`config.mk`:
```
export PLATFORM = sky130hd
export DESIGN_NAME = pc_sequencer
export DESIGN_NICKNAME = d
export VERILOG_FILES = /design/src/rtl/pc_seq_pkg.sv /design/src/rtl/pc_operand_mux.sv /design/src/rtl/pc_sequencer.sv
export SDC_FILE = /design/constraint.sdc
export NUM_CORES = 1
export LEC_CHECK = 0
export ABC_AREA = 0
export CORE_AREA = 5 5 114 116
export CTS_BUF_LIST = sky130_fd_sc_hd__clkbuf_4
export DETAILED_ROUTE_END_ITERATION = 12
export DIE_AREA = 0 0 119 121
export PLACE_DENSITY_LB_ADDON = 0.05
export SLEW_MARGIN = 25
export SYNTH_ARGS = -nofsm -noshare
export SYNTH_HDL_FRONTEND = slang
export SYNTH_SLANG_ARGS = --single-unit
```
`constraint.sdc`:
```
create_clock -name clk -period 3.7 [get_ports clk]
set_input_delay 0.925 -clock clk [delete_from_list [all_inputs] [get_ports clk]]
set_output_delay 0.925 -clock clk [all_outputs]
set_load 0.005 [all_outputs]
```
`src/rtl/pc_seq_pkg.sv`:
```
// Shared types and constants for the program-counter sequencer.
package pc_seq_pkg;

  localparam int unsigned PC_W   = 32;
  localparam logic [31:0] PC_INC = 32'd4;

  typedef enum logic [1:0] {
    PC_SEQ    = 2'b00,
    PC_BRANCH = 2'b01,
    PC_JALR   = 2'b10,
    PC_HOLD   = 2'b11
  } pc_sel_e;

  typedef enum logic [1:0] {
    S_IDLE   = 2'b00,
    S_FETCH  = 2'b01,
    S_HOLD   = 2'b10,
    S_UPDATE = 2'b11
  } pc_state_e;

  // jalr targets have bit 0 cleared before any further alignment handling
  function automatic logic [PC_W-1:0] jalr_clear(input logic [PC_W-1:0] target,
                                                 input pc_sel_e sel);
    jalr_clear = (sel == PC_JALR) ? (target & ~PC_W'(1)) : target;
  endfunction

endpackage

```
`src/rtl/pc_operand_mux.sv`:
```
// Adder operand steering: selects PC/rs1 and 4/imm/0 from the PC source select.
module pc_operand_mux
  import pc_seq_pkg::*;
#(
  parameter int unsigned XLEN = 32
) (
  input  pc_sel_e          sel,
  input  logic             branch_taken,
  input  logic [XLEN-1:0]  pc,
  input  logic [XLEN-1:0]  imm,
  input  logic [XLEN-1:0]  rs1_val,
  output logic [XLEN-1:0]  add_in1,
  output logic [XLEN-1:0]  add_in2
);

  // Operand select; a not-taken branch degenerates to sequential PC+4
  always_comb begin
    add_in1 = pc;
    add_in2 = XLEN'(PC_INC);
    case (sel)
      PC_SEQ:    add_in2 = XLEN'(PC_INC);
      PC_BRANCH: add_in2 = branch_taken ? imm : XLEN'(PC_INC);
      PC_JALR: begin
        add_in1 = rs1_val;
        add_in2 = imm;
      end
      PC_HOLD:   add_in2 = '0;
      default:   add_in2 = XLEN'(PC_INC);
    endcase
  end

endmodule

```
`src/rtl/pc_sequencer.sv`:
```
// Program-counter stage: holds PC, runs the instruction fetch handshake and
// commits the external Adder result as the next PC on microcode command.
// Optional macro PC_MISALIGN_CHECK_EN: refuses targets with bit 1 set and
// raises a sticky misalign_err instead of force-aligning the target.
module pc_sequencer
  import pc_seq_pkg::*;
#(
  parameter logic [31:0] RESET_PC = 32'h0000_0000,
  parameter int unsigned XLEN     = 32
) (
  input  logic             clk,
  input  logic             rst_n,
  input  logic             fetch_start,
  input  logic             pc_update,
  input  logic [1:0]       pc_sel,
  input  logic             branch_taken,
  input  logic [XLEN-1:0]  imm,
  input  logic [XLEN-1:0]  rs1_val,
  output logic [XLEN-1:0]  add_in1,
  output logic [XLEN-1:0]  add_in2,
  input  logic [XLEN-1:0]  add_out,
  output logic             imem_req,
  output logic [XLEN-1:0]  imem_addr,
  input  logic             imem_ready,
  input  logic [XLEN-1:0]  imem_rdata,
  output logic [XLEN-1:0]  instr,
  output logic             instr_valid,
  output logic [XLEN-1:0]  pc,
  output logic             busy
`ifdef PC_MISALIGN_CHECK_EN
  ,
  output logic             misalign_err
`endif
);

  pc_state_e       state_q, state_d;
  pc_sel_e         sel_q, sel_d, mux_sel;
  logic            taken_q, taken_d, mux_taken;
  logic [XLEN-1:0] pc_q, pc_d;
  logic [XLEN-1:0] instr_q, instr_d;
  logic [XLEN-1:0] target;
  logic            instr_valid_q, instr_valid_d;
  logic            imem_req_q, imem_req_d;
  logic            busy_q, busy_d;
  logic            accept_upd;
`ifdef PC_MISALIGN_CHECK_EN
  logic            err_q, err_d;
`endif

  // Select and taken flag are captured with the update strobe and replayed in UPDATE
  assign accept_upd = pc_update && ((state_q == S_IDLE) || (state_q == S_HOLD));
  assign mux_sel    = (state_q == S_UPDATE) ? sel_q : pc_sel_e'(pc_sel);
  assign mux_taken  = (state_q == S_UPDATE) ? taken_q : branch_taken;

  pc_operand_mux #(.XLEN(XLEN)) u_operand_mux (
    .sel          (mux_sel),
    .branch_taken (mux_taken),
    .pc           (pc_q),
    .imm          (imm),
    .rs1_val      (rs1_val),
    .add_in1      (add_in1),
    .add_in2      (add_in2)
  );

  // State register
  always_ff @(posedge clk or negedge rst_n) begin
    if (!rst_n) state_q <= S_IDLE;
    else        state_q <= state_d;
  end

  // Next-state: update beats fetch; FETCH waits on memory and ignores strobes
  always_comb begin
    state_d = state_q;
    case (state_q)
      S_IDLE, S_HOLD: begin
        if (pc_update)        state_d = S_UPDATE;
        else if (fetch_start) state_d = S_FETCH;
      end
      S_FETCH:  if (imem_ready) state_d = S_HOLD;
      S_UPDATE: state_d = S_IDLE;
      default:  state_d = S_IDLE;
    endcase
  end

  // Output/datapath next values
  always_comb begin
    pc_d          = pc_q;
    instr_d       = instr_q;
    instr_valid_d = instr_valid_q;
    sel_d         = sel_q;
    taken_d       = taken_q;
    imem_req_d    = (state_d == S_FETCH);
    busy_d        = (state_d == S_FETCH) || (state_d == S_UPDATE);
    target        = jalr_clear(add_out, sel_q);
`ifdef PC_MISALIGN_CHECK_EN
    err_d         = err_q;
`endif
    if (accept_upd) begin
      sel_d   = pc_sel_e'(pc_sel);
      taken_d = branch_taken;
    end
    if ((state_q == S_FETCH) && imem_ready) begin
      instr_d       = imem_rdata;
      instr_valid_d = 1'b1;
    end
    if (state_q == S_UPDATE) begin
      instr_valid_d = 1'b0;
      if (sel_q != PC_HOLD) begin
`ifdef PC_MISALIGN_CHECK_EN
        if (target[1]) err_d = 1'b1;
        else           pc_d  = target & ~XLEN'(3);
`else
        pc_d = target & ~XLEN'(3);
`endif
      end
    end
  end

  // Datapath and output registers; async reset drops imem_req immediately
  always_ff @(posedge clk or negedge rst_n) begin
    if (!rst_n) begin
      pc_q          <= XLEN'(RESET_PC);
      instr_q       <= '0;
      instr_valid_q <= 1'b0;
      imem_req_q    <= 1'b0;
      busy_q        <= 1'b0;
      sel_q         <= PC_SEQ;
      taken_q       <= 1'b0;
`ifdef PC_MISALIGN_CHECK_EN
      err_q         <= 1'b0;
`endif
    end else begin
      pc_q          <= pc_d;
      instr_q       <= instr_d;
      instr_valid_q <= instr_valid_d;
      imem_req_q    <= imem_req_d;
      busy_q        <= busy_d;
      sel_q         <= sel_d;
      taken_q       <= taken_d;
`ifdef PC_MISALIGN_CHECK_EN
      err_q         <= err_d;
`endif
    end
  end

  assign pc          = pc_q;
  assign imem_addr   = pc_q;
  assign imem_req    = imem_req_q;
  assign instr       = instr_q;
  assign instr_valid = instr_valid_q;
  assign busy        = busy_q;
`ifdef PC_MISALIGN_CHECK_EN
  assign misalign_err = err_q;
`endif

endmodule

```
Yosys cells after proc, flatten, opt, wreduce, memory -nomap -nowiden. Index checks and enable logic that the tools add are counted.

Reductions and logical operators: 9. Multiplexer cells: 11. Eq/ne operators: 9.

Operators by type and width (number): case mux 32 bit (4 select lines) (1); 2-to-1 mux 32 bit (2); == test 2 bit (second input constant) (5); 2-to-1 mux 2 bit (4); == test 2 x 1 -> 1 bit (second input constant) (3); case mux 2 bit (3 select lines) (1); zero test 2 bit (2); 2-to-1 mux 1 bit (3); logical AND 1 bit (2); logical OR 1 bit (2); != test 2 bit (second input constant) (1); AND reduction 2 bit (1); nonzero test 2 bit (1); OR reduction 2 bit (1).

Logic and storage cells: 37. Input bits: 136. Bits in registers: 70. Output and inout bits: 163.

Logic depth before layout (Yosys ltp).
Depth in word-level cells: 5. Gate-level depth with buffers: 5. Depth with buffers taken out: 3.

Hierarchy. Synthesis repeated with hierarchy kept, for this count alone.

Cell total of the unflattened synthesis: 272. Area total of the unflattened synthesis: 3870.0 um^2.

Modules (own cells, without submodules): pc_sequencer (cells each 193, seq. area each 1726.7 um^2, instances 1, area each 3057.9 um^2); pc_operand_mux (cells each 79, seq. area each 0.0 um^2, instances 1, area each 812.0 um^2).

Worst setup path before layout. No wires, ideal clock.

Path kind: input to output. From: in pc_sel[0]. To: out add_in1[10]. Data required time: 2.775 ns. Data arrival time: 1.810 ns. Slack: 0.965 ns. Stages: 4. Buffers on the path: 1. Cells stage by stage: nand2b_1 -> mux2_4 -> buf_6 -> mux2_4.

Longest elaborated chain between the ends: 3.

Ends and longest elaborated chain: start, declared (RTL line pc_sequencer.sv:15) `input logic [1:0] pc_sel,`; 2-to-1 mux 2 bit (RTL line pc_sequencer.sv:52) `assign mux_sel = (state_q == S_UPDATE) ? sel_q : pc_sel_e'(pc_sel);`; == test 2 bit (RTL line pc_operand_mux.sv:20) `case (sel)`; 2-to-1 mux 32 bit (RTL line pc_operand_mux.sv:20); end, declared (RTL line pc_sequencer.sv:19) `output logic [XLEN-1:0] add_in1,`.

No other way between the ends.

Final worst setup path.
From: in pc_sel[0]. To: out add_in2[25].

Longest elaborated chain between the ends: 3. Elaborated cells on any way between the ends: 6. Those cells by class: 3 x eq/ne; 2 x mux; 1 x reduce/logical.

Ends and longest elaborated chain: 2-to-1 mux 2 bit * (RTL line pc_sequencer.sv:52); == test 2 bit, or another cell as far along (RTL line pc_operand_mux.sv:20); case mux 32 bit (4 select lines) * (RTL line pc_operand_mux.sv:20); end, declared (RTL line pc_sequencer.sv:20) `output logic [XLEN-1:0] add_in2,`.

Every way passes the cells marked *; elsewhere a longest branch is shown, timed or not.

==> results.toml <==
[yosys]
synth-adder-area-share_pct = 0
yosysMostFrequentCell = "dfrtp_1"
synth.area.mux_share_pct = 32.41
yosysTopAreaCellShare_pct = 47.03
synthCells = 275
synth_top_family_by_area = "multiplexers"
yosys_warnings = 0
netlist_area_sq_um = 3671
synth_area_leader_cell = "dfrtp_1"
synth-seq-cells = 69
synth_edf_count = 0
synth_ff_type = "dfrtp_1"
synth_compound_area_share_pct = 2.181
yosys.area_share.xor_xnor_pct = 0
seq_area_frac_synth_pct = 47.03
synth_area_leaders = "dfrtp_1, mux2_2, mux2_4"
synth_cell_type_count = 26
synth.avg_cell_area_sq_um = 13.35
ys_top_cells_by_count = "dfrtp_1, mux2_2, buf_4"
ys_async_sr_fraction_pct = 100.0
synthSimpleGateAreaFrac_pct = 8.657

[final_layout]
fill_cells = 1024
drive_above_1_share_pct = 24.82
multi_input_area_sq_um = 1640
regArea_sq_um = 1727
nets = 687
final_util_pct = 58.47
area_growth_pct = 88.14
layout.cells.non_filler = 704
final_area_sq_um = 6907

[timing]
max_slew_margin_pct = 44.40
fmax_mhz = 274.3
min_period_ns = 3.646
skew_ns = 0.009563
fin_crit_sh_pct = 98.53
hold_viol = 0
setup_viol = 0
worst_slew_pin_slew_ns = 0.8340
slew_violations = 0
rsz0062_at_grt = "true"

[placement]
post_dp_cell_area_sq_um = 6558
dp_hpwl_mm = 9.873
port_buffers = 292
gp_congestion = 0.7820
place_inst = 680

[floorplan]
core_sq_um = 11810
start_util_pct = 31.08
die_w_um = 119
die_area_sq_um = 14400
die_h_um = 121
io_pins = 299
std_cell_rows = 40

[global_routing]
grt-ovfl-total = 0
track_usage_pct = 16.26
grt_pass1_wl_mm = 18.38
grt_max_degree = 38
antenna_found_initial = 0
grt_pass1_vias = 3355

[clock_network]
clk_latency_ns = 0.40
root_buffer = "clkbuf_4"
clock_path_buffers = 2
cts.reportedPaths.clkPinSlew_ns = 0.11
cts_tree = "yes"
cts.sinks = 69
cts_max_level = 3
cts_buffers = 9
cts.hold.buffers_added = 0

[critical_path]
cpMaxStageDelayCell = "clkdlybuf4s50_1"
crit_family = "buffers and inverters"
rr_startpoint = "state_q[0]"
path_cells = "clkdlybuf4s50_1 -> buf_4 -> nand2_1 -> o211a_1 -> buf_12 -> nor3b_1 -> clkdlybuf4s50_1"
crit_required_ns = 2.77
startpoint_type = "primary input"
crit_buf_inv = 4
path_class = "primary input to output port"
cp.arrival_ns = 2.72
crit_top_cell = "clkdlybuf4s50_1"
slowest_delay_ns = 0.54
startpoint = "pc_sel[0]"
crit_path_end_kind = "output port"
worstPathMaxFanout = 31

[power]
power_switching_share_pct = 29.68
power_frac_seq_pct = 27.9
p_leak_nw = 3.295
switchingPower_mw = 1.550
internal-power_mw = 3.673
total_power_mw = 5.223
comb_power_share_pct = 60.2
clkPwrFrac_pct = 11.9
vdd_drop_max_mv = 0.2889
powerDensity_nw_per_um2 = 756.2

[drt]
totalWireLength_mm = 12.20
drc = 0
drtPass1Iterations = 4
ant_nets = 0
drt_iter0_drc = 42
vias_per_cell = 4.507
routedWlPerCell_um = 17.33
via_count = 3173

[hold_path]
hp-start = "instr_valid"
hold_path.class = "flip-flop to flip-flop"

[status]
outcome = "finished clean"

[flow_run]
drv_cap = 0
through the flow:
step | setup slack, ns | setup TNS [ns] | hold WS [ns]
after floorplan | 0.9655 | 0 | 0.4859
after global placement | -0.006781 | -0.009761 | 0.4848
after detailed placement | -0.03725 | -0.1626 | 0.4915
after CTS | -0.0003622 | -0.0006917 | 0.5189
after global routing | -0.02595 | -0.1205 | 0.5250
final | 0.05430 | 0 | 0.5136
logic make-up (layout without fill, tap and decap cells):
logic type / count (synthesis) / after routing
multiplexers: 96 / 96
other: 1 / 5
buffers and inverters: 51 / 329
AO/OA/AOI/OAI: 11 / 11
AND/OR/NAND/NOR: 47 / 47
flip-flops: 69 / 69
power by group through the flow:
stage                     combinational (mW)  sequential, mW  clock, mW
after floorplan                         1.45            1.44          0
after global placement                  3.21            1.46          0
after detailed placement                3.25            1.48          0
after CTS                               3.19            1.47      0.648
after global routing                    3.37            1.53      0.677
final                                   3.14            1.46      0.621
final timing paths:
path / end / slack, ns / depth (start not counted)
max: add_in2[25] / 0.05 / 7
min: instr_valid / 0.51 / 2
max reg2reg: imem_addr[13] / 2.00 / 4
min reg2reg: instr_valid / 0.51 / 2
max in group asynchronous: instr[23] / 2.32 / 2
min in group asynchronous: instr[16] / 0.61 / 1
worst min-delay path, cell delays in order (launching register included):
cell and delay [ns]:
dfrtp_1 0.36, a21oi_1 0.04, nor2_1 0.07
flip-flops by register name, indices dropped and copies added (netlist names):
signal,count
imem_addr,30
instr,32
taken_q,1
imem_req,1
state_q,2
instr_valid,1
sel_q,2
final cells by class:
| cell class | instances | share of cell area (%) |
|---|---|---|
| timing repair buffer | 312 | 45.80 |
| sequential | 69 | 25.00 |
| multi-input combinational | 158 | 23.75 |
| tap | 147 | 2.663 |
| clock inverter | 6 | 1.612 |
| clock buffer | 10 | 1.087 |
| inverter | 1 | 0.05435 |
| antenna | 1 | 0.03623 |
timing repair:
action	in CTS	in global routing
pin swaps	0	0
setup buffers	0	7
resized for setup	17	41
endpoints found under the setup margin	18	46
cell usage in the layout (no fill, tap or decap), types with 4 or more instances in the layout:
cell             synthesis  routed
nor3b_2                  0       6
mux2_1                   4       4
buf_4                   35      17
mux2_4                  29      29
dlygate4sd2_1            0      15
dlymetal6s2s_1           0      34
conb_1                   1       4
dfrtp_1                 69      69
clkbuf_4                 0      10
mux2_2                  63      63
nor3b_1                 31      25
clkdlybuf4s50_1          0     242
nand2_1                  4       4
layer usage:
metal	track usage, %	routed length [um]
met1	16.44	4339
met3	7.459	1183
met5	0	0
met2	30.38	6527
met4	3.765	147
(Power assumes the default switching activity.)
